**src/rtl/pb_debounce.sv**
```systemverilog
// +----------------------------------------------------------------------------+
// | Module      : pb_debounce                                                  |
// | Description : Two-channel push-button conditioner for the tug-of-war game. |
// |               Synchronises, debounces with a stable-count FSM, emits       |
// |               press/release pulses and flags near-simultaneous presses.    |
// |               Optional stuck-button detection is enabled by defining the   |
// |               macro PB_STUCK_DETECT_EN.                                    |
// | Revision    : 1.0 - initial release                                        |
// +----------------------------------------------------------------------------+
`default_nettype none

module pb_debounce #(
  parameter int DB_CYCLES    = 5,
  parameter int TIE_WIN      = 2,
  parameter int STUCK_CYCLES = 2500
) (
  input  logic       clk,
  input  logic       rst,
  input  logic       pbl_raw,
  input  logic       pbr_raw,
  output logic       pbl,
  output logic       pbr,
  output logic       pbl_rise,
  output logic       pbr_rise,
  output logic       pbl_fall,
  output logic       pbr_fall,
  output logic       tie_pulse,
  output logic [1:0] stuck
);

  typedef enum logic [1:0] {
    ST_REL   = 2'd0,
    ST_PWAIT = 2'd1,
    ST_PRS   = 2'd2,
    ST_RWAIT = 2'd3
  } state_t;

  localparam logic [7:0] c_db_last = 8'(DB_CYCLES - 1);
  localparam logic [7:0] c_tie_win = 8'(TIE_WIN);

  // Reject out-of-range configurations at elaboration.
  if (DB_CYCLES < 1 || DB_CYCLES > 255) begin : g_db_range_err
    $error("pb_debounce: DB_CYCLES out of range 1..255");
  end
  if (TIE_WIN < 0 || TIE_WIN > 255) begin : g_tie_range_err
    $error("pb_debounce: TIE_WIN out of range 0..255");
  end
  if (STUCK_CYCLES < 1) begin : g_stuck_range_err
    $error("pb_debounce: STUCK_CYCLES must be at least 1");
  end

  logic [1:0] w_raw;
  logic [1:0] w_level;
  logic [1:0] w_rise;
  logic [1:0] w_fall;
  logic [1:0] w_stuck;

  assign w_raw = {pbr_raw, pbl_raw};

  // Channel 0 is left, channel 1 is right.
  for (genvar i = 0; i < 2; i++) begin : g_ch
    logic       r_sync1;
    logic       r_sync2;
    state_t     r_state;
    state_t     w_state_nxt;
    logic [7:0] r_cnt;
    logic [7:0] w_cnt_nxt;
    logic       r_level_q;
    logic       w_stuck_cur;
    logic       w_stuck_set;
    logic       w_stuck_clr;
    logic       w_hold_full;

    // Two-flop synchroniser for the asynchronous raw button.
    always_ff @(posedge clk or negedge rst) begin
      if (!rst) begin
        r_sync1 <= 1'b0;
        r_sync2 <= 1'b0;
      end else begin
        r_sync1 <= w_raw[i];
        r_sync2 <= r_sync1;
      end
    end

`ifdef PB_STUCK_DETECT_EN
    localparam int              c_hold_w     = $clog2(STUCK_CYCLES + 1);
    localparam logic [c_hold_w-1:0] c_hold_last = c_hold_w'(STUCK_CYCLES - 1);
    logic [c_hold_w-1:0] r_hold;
    logic                r_stuck;

    // Saturating count of cycles spent in an accepted-press state.
    always_ff @(posedge clk or negedge rst) begin
      if (!rst) begin
        r_hold <= '0;
      end else if (r_state == ST_PRS || r_state == ST_RWAIT) begin
        if (r_hold != c_hold_last) r_hold <= r_hold + 1'b1;
      end else begin
        r_hold <= '0;
      end
    end

    assign w_hold_full = (r_state == ST_PRS || r_state == ST_RWAIT) &&
                         (r_hold == c_hold_last);

    // Stuck flag: set by the forced exit, cleared after a stable release.
    always_ff @(posedge clk or negedge rst) begin
      if (!rst)             r_stuck <= 1'b0;
      else if (w_stuck_set) r_stuck <= 1'b1;
      else if (w_stuck_clr) r_stuck <= 1'b0;
    end

    assign w_stuck_cur = r_stuck;
`else
    assign w_hold_full = 1'b0;
    assign w_stuck_cur = 1'b0;
`endif

    // Debounce FSM state and stable-sample counter.
    always_ff @(posedge clk or negedge rst) begin
      if (!rst) begin
        r_state   <= ST_REL;
        r_cnt     <= 8'd0;
        r_level_q <= 1'b0;
      end else begin
        r_state   <= w_state_nxt;
        r_cnt     <= w_cnt_nxt;
        r_level_q <= w_level[i];
      end
    end

    // Next-state logic; a stuck channel uses REL's counter to time the release.
    always_comb begin
      w_state_nxt = r_state;
      w_cnt_nxt   = r_cnt;
      w_stuck_set = 1'b0;
      w_stuck_clr = 1'b0;
      case (r_state)
        ST_REL: begin
          if (w_stuck_cur) begin
            if (r_sync2) begin
              w_cnt_nxt = 8'd0;
            end else if (r_cnt == c_db_last) begin
              w_cnt_nxt   = 8'd0;
              w_stuck_clr = 1'b1;
            end else begin
              w_cnt_nxt = r_cnt + 8'd1;
            end
          end else if (r_sync2) begin
            if (DB_CYCLES == 1) begin
              w_state_nxt = ST_PRS;
              w_cnt_nxt   = 8'd0;
            end else begin
              w_state_nxt = ST_PWAIT;
              w_cnt_nxt   = 8'd1;
            end
          end
        end
        ST_PWAIT: begin
          if (!r_sync2) begin
            w_state_nxt = ST_REL;
            w_cnt_nxt   = 8'd0;
          end else if (r_cnt == c_db_last) begin
            w_state_nxt = ST_PRS;
            w_cnt_nxt   = 8'd0;
          end else begin
            w_cnt_nxt = r_cnt + 8'd1;
          end
        end
        ST_PRS: begin
          if (!r_sync2) begin
            if (DB_CYCLES == 1) begin
              w_state_nxt = ST_REL;
              w_cnt_nxt   = 8'd0;
            end else begin
              w_state_nxt = ST_RWAIT;
              w_cnt_nxt   = 8'd1;
            end
          end
        end
        ST_RWAIT: begin
          if (r_sync2) begin
            w_state_nxt = ST_PRS;
            w_cnt_nxt   = 8'd0;
          end else if (r_cnt == c_db_last) begin
            w_state_nxt = ST_REL;
            w_cnt_nxt   = 8'd0;
          end else begin
            w_cnt_nxt = r_cnt + 8'd1;
          end
        end
        default: begin
          w_state_nxt = ST_REL;
          w_cnt_nxt   = 8'd0;
        end
      endcase
      if (w_hold_full) begin
        w_state_nxt = ST_REL;
        w_cnt_nxt   = 8'd0;
        w_stuck_set = 1'b1;
      end
    end

    assign w_level[i] = (r_state == ST_PRS) || (r_state == ST_RWAIT);
    assign w_rise[i]  = w_level[i] & ~r_level_q;
    // A forced stuck exit drops the level with the stuck flag already set.
    assign w_fall[i]  = ~w_level[i] & r_level_q & ~w_stuck_cur;
    assign w_stuck[i] = w_stuck_cur;
  end

  logic [1:0] w_rise_ok;
  logic       w_tie;
  logic       r_win_open;
  logic       r_win_side;
  logic [7:0] r_dist;

  assign w_rise_ok = w_rise & ~w_stuck;

  // r_dist is the distance in cycles from the opening rise to the current cycle.
  assign w_tie = (w_rise_ok[0] & w_rise_ok[1]) |
                 (r_win_open && (r_dist <= c_tie_win) &&
                  ((!r_win_side && w_rise_ok[1]) || (r_win_side && w_rise_ok[0])));

  // Tie window: opens on a first rise, closes on a tie or after TIE_WIN cycles.
  always_ff @(posedge clk or negedge rst) begin
    if (!rst) begin
      r_win_open <= 1'b0;
      r_win_side <= 1'b0;
      r_dist     <= 8'd0;
    end else if (w_tie) begin
      r_win_open <= 1'b0;
    end else if (!r_win_open) begin
      if (|w_rise_ok) begin
        r_win_open <= (TIE_WIN != 0);
        r_win_side <= w_rise_ok[1];
        r_dist     <= 8'd1;
      end
    end else if (r_dist >= c_tie_win) begin
      r_win_open <= 1'b0;
    end else begin
      r_dist <= r_dist + 8'd1;
    end
  end

  assign pbl       = w_level[0];
  assign pbr       = w_level[1];
  assign pbl_rise  = w_rise[0];
  assign pbr_rise  = w_rise[1];
  assign pbl_fall  = w_fall[0];
  assign pbr_fall  = w_fall[1];
  assign tie_pulse = w_tie;
  assign stuck     = w_stuck;

endmodule

`default_nettype wire

```
**config.mk**
```make
export PLATFORM = sky130hd
export DESIGN_NAME = pb_debounce
export DESIGN_NICKNAME = d
export VERILOG_FILES = /design/src/rtl/pb_debounce.sv
export SDC_FILE = /design/constraint.sdc
export NUM_CORES = 1
export LEC_CHECK = 0
export BUFFER_PORTS_ARGS = -buffer_cell sky130_fd_sc_hd__clkbuf_2
export CORE_MARGIN = 8
export CORE_UTILIZATION = 45
export DETAILED_ROUTE_END_ITERATION = 6
export GPL_TIMING_DRIVEN = 0
export HOLD_SLACK_MARGIN = 0.06
export SYNTH_ARGS = -nofsm -noshare
export SYNTH_HDL_FRONTEND = slang
export SYNTH_SLANG_ARGS = --single-unit
```
**constraint.sdc**
```tcl
create_clock -name clk -period 2.6 [get_ports clk]
set_input_delay 0.26 -clock clk [delete_from_list [all_inputs] [get_ports clk]]
set_output_delay 0.26 -clock clk [all_outputs]
set_load 0.1 [all_outputs]
```
==> impl_results.md <==
- Post-synthesis sequential area ratio: 0.515
- Post-CTS resize count: 0
- # H-tree levels: 2
- Die footprint: 6140 um^2
- Required time worst endpoint: 2.34 ns
- Period utilisation layout: 0.873
- Critical Path AT: 2.01 ns
- Synth Area in Adders: 0.0429
- First-pass GRT wire length: 5.54 mm
- Synth-to-Final Area Change: 13.2%
- Mean Syn Cell Area: 10.2 um^2
- Int Pwr: 1.24 mW
- Mux contribution to synthesized area: 0.0179
- Post-layout util: 0.537
- Number of clock sinks: 36
- GR peak layer: met2
- Synth Area in Simple Gates: 0.194
- Relative slew slack: 0.419
- Core Footprint: 3690 um^2
- Vias in the first global route: 1269
- Crit path max fanout: 2
- Total CTS buffers: 5
- Antenna diodes: 0
- Max-slew violations: 0
- Combinational Power Share: 0.481
- RSZ-0062 raised after global routing: false
- Filler Cell Count: 343
- Via density: 5.33
- Clock Root Buffer: clkbuf_8
- Maximum vdd drop: 0.731 mV
- Met2 Use GR: 0.176
- Routed via count: 1275
- Clock network power share: 0.171
- Standard-cell rows: 22
- Largest net degree at the start of global routing: 37
- Max cap viols: 0
- Synth Warn #: 0
- Skew final: 0.00336 ns
- Share of layout cells above drive strength 1: 0.162
- All-Layer GR Usage: 0.112
- DRT Pass-1 Iters: 4
- Post-synth EDFFs: 0
- Clock latency on the worst-skew pair: 0.29 ns
- CTS tree: yes
- Grt met1 use: 0.124
- Hold_buf cts: 0
- Fin crit period: 2.27 ns
- Compound-gate portion of the synthesized area: 0.154
- Xor/xnor share of the synthesized area: 0.0200
- Fin. Hold Viols: 0
- Nets: 200
- Wirelength, routed: 3.13 mm
- PwrDens: 1220 nW/um^2
- Post-Synthesis Cell Area: 1750 um^2
- Maximum clock path buffer count: 2
- GPL Wtd Cong: 0.789
- DP HPWL: 2.25 mm
- Seq pwr share: 0.348
- Total gr overflow: 0
- Routed WL per cell: 13.1 um
- Synth Flop Type: dfrtp_1
- Hold crit path type: primary input to flip-flop
- Least-Margin Pin Slew: 0.872 ns
- Setup TNS: 0 ns
- Post-Place Cells: 230
- #FFs+latches synth: 36
- Met3 Track Usage GR: 0.0490
- Post-CTS Setup Repair Bufs: 0
- Non-filler cells, final: 239
- Final setup vio count: 0
- Initial antenna violation count: 0
- P_sw: 1.17 mW
- 1st-iter DRT viols: 63
- IO Port Bufs: 10
- Status: finished clean
- Setup CP Type: flip-flop to primary output
- Starting Density: 0.475
- Switching share of total power: 0.484
- Setup crit start kind: flip-flop
- ANT nets after route: 0
- Clock Pin Slew Worst Setup and Hold Paths: 0.07 ns
- Syn Inst Count: 171
- Leakage: 0.915 nW
- Number of remaining DRC errors: 0
- DIE WIDTH: 78.4 um
- Critical Path End Type: primary output
- F_max: 0.441 GHz
- IO Pins: 13
- Main combinational cell family by area after synthesis: simple AND/OR/NAND/NOR gates
- Die Height: 78.4 um
- Post-synth ARST share: 1.00
- Post-synthesis cell type count: 41
==> path summary, 6_finish.rpt <==
path / from / to / slack, ns / cells past startpoint
setup / recovery: r_dist[3] / tie_pulse / 0.33 / 5
hold / removal: pbl_raw / g_ch[0].r_sync1 / 0.07 / 1
setup reg to reg: g_ch[0].r_cnt[0] / g_ch[0].r_cnt[3] / 0.88 / 6
hold reg to reg: g_ch[0].r_sync1 / g_ch[0].r_sync2 / 0.36 / 0
max in group asynchronous: rst / g_ch[1].r_level_q / 1.98 / 1
min in group asynchronous: rst / g_ch[0].r_cnt[2] / 0.08 / 1
==> cell type report <==
class,instances,area [um^2],share of cell area
repair buffers,11,60.1,0.0303
plain buffers,6,43.8,0.0221
well taps,48,60.1,0.0303
flip-flops and latches,36,901,0.455
inverters,14,52.6,0.0265
clock inverters,1,7.51,0.00379
clock buffers,7,86.3,0.0436
multi-input cells,116,771,0.389
==> cells by family after synthesis <==
group	after synthesis
AND/OR/NAND/NOR	60
other	1
buffers and inverters	20
flip-flops	36
adder cells (fa/ha/maj)	6
multiplexers	3
XOR/XNOR	4
AO/OA/AOI/OAI	41
==> registers in the layout, summed over array words and instances, names as in the netlist, named ones only <==
name            flops
g_ch.r_level_q      2
r_win_open          1
g_ch.r_state        2
g_ch.r_sync1        2
r_dist              8
g_ch.r_cnt         16
r_win_side          1
g_ch.r_sync2        2
==> Yosys cell counts, types with 3 or more instances <==
master	n	area share
xnor2_1	4	0.020
and3_1	3	0.011
and2_1	7	0.025
ha_1	6	0.043
o21ai_0	5	0.014
dfrtp_1	36	0.51
nand2b_1	5	0.018
inv_1	14	0.030
nand3_1	8	0.023
o21ai_1	3	0.0086
or3_1	5	0.018
buf_4	3	0.013
a31oi_1	9	0.032
nand2_1	17	0.036
a21oi_1	12	0.034
==> power groups by stage <==
stage	Clock [mW]	Sequential [mW]	Combinational [mW]
CTS	0.434	0.834	1.17
detailed placement	0	0.843	1.17
finish	0.413	0.838	1.16
global placement	0	0.843	1.15
global route	0.453	0.861	1.27
floorplan	0	0.809	0.985
==> critical path: stages, from the launching register on <==
cell and delay [ns]:
dfrtp_1 0.38, nor4b_2 0.31, nand3_1 0.15, or3_1 0.34, o221ai_2 0.06, clkbuf_2 0.48
==> cells in the final DEF, fill, tap and decap left out, types with 2 or more instances in the layout <==
master | Yosys | routed
buf_4 | 3 | 3
and3_1 | 3 | 3
and2b_1 | 2 | 2
a31oi_1 | 9 | 9
clkbuf_2 | 0 | 10
nand2b_1 | 5 | 5
nor2_1 | 2 | 2
and2_1 | 7 | 7
or3_1 | 5 | 5
o21ai_0 | 5 | 5
conb_1 | 1 | 2
xnor2_1 | 4 | 4
o2bb2ai_1 | 2 | 2
nand3_1 | 8 | 8
nand2_1 | 17 | 17
dfrtp_1 | 36 | 36
ha_1 | 6 | 6
mux2i_1 | 2 | 2
nor3_1 | 2 | 2
buf_2 | 2 | 2
inv_1 | 14 | 14
and4_1 | 2 | 2
a21oi_1 | 12 | 12
clkbuf_8 | 0 | 6
o21ai_1 | 3 | 3
==> layer usage <==
layer  vias to the layer above  routed length, um  part of all wire
met1                       614               1390              0.45
li1                        635                  -                 -
met2                        19               1490              0.48
met3                         7                159             0.051
met5                         -                  0                 0
met4                         0                 82             0.026
==> through the flow <==
| step | hold WS (ns) | worst slack, ns | power, mW | instance area, um^2 |
|---|---|---|---|---|
| 2_1_floorplan | -0.0356 | 0.296 | 1.79 | 1770 |
| 3_3_place_gp | 0.334 | 0.618 | 1.99 | 1880 |
| 3_5_place_dp | 0.342 | 0.616 | 2.01 | 1880 |
| 4_1_cts | 0.0631 | 0.292 | 2.44 | 1970 |
| 5_1_grt | 0.0684 | 0.238 | 2.58 | 1980 |
| 6_report | 0.0748 | 0.331 | 2.41 | 1980 |
Power figures use the tool's default switching activity.
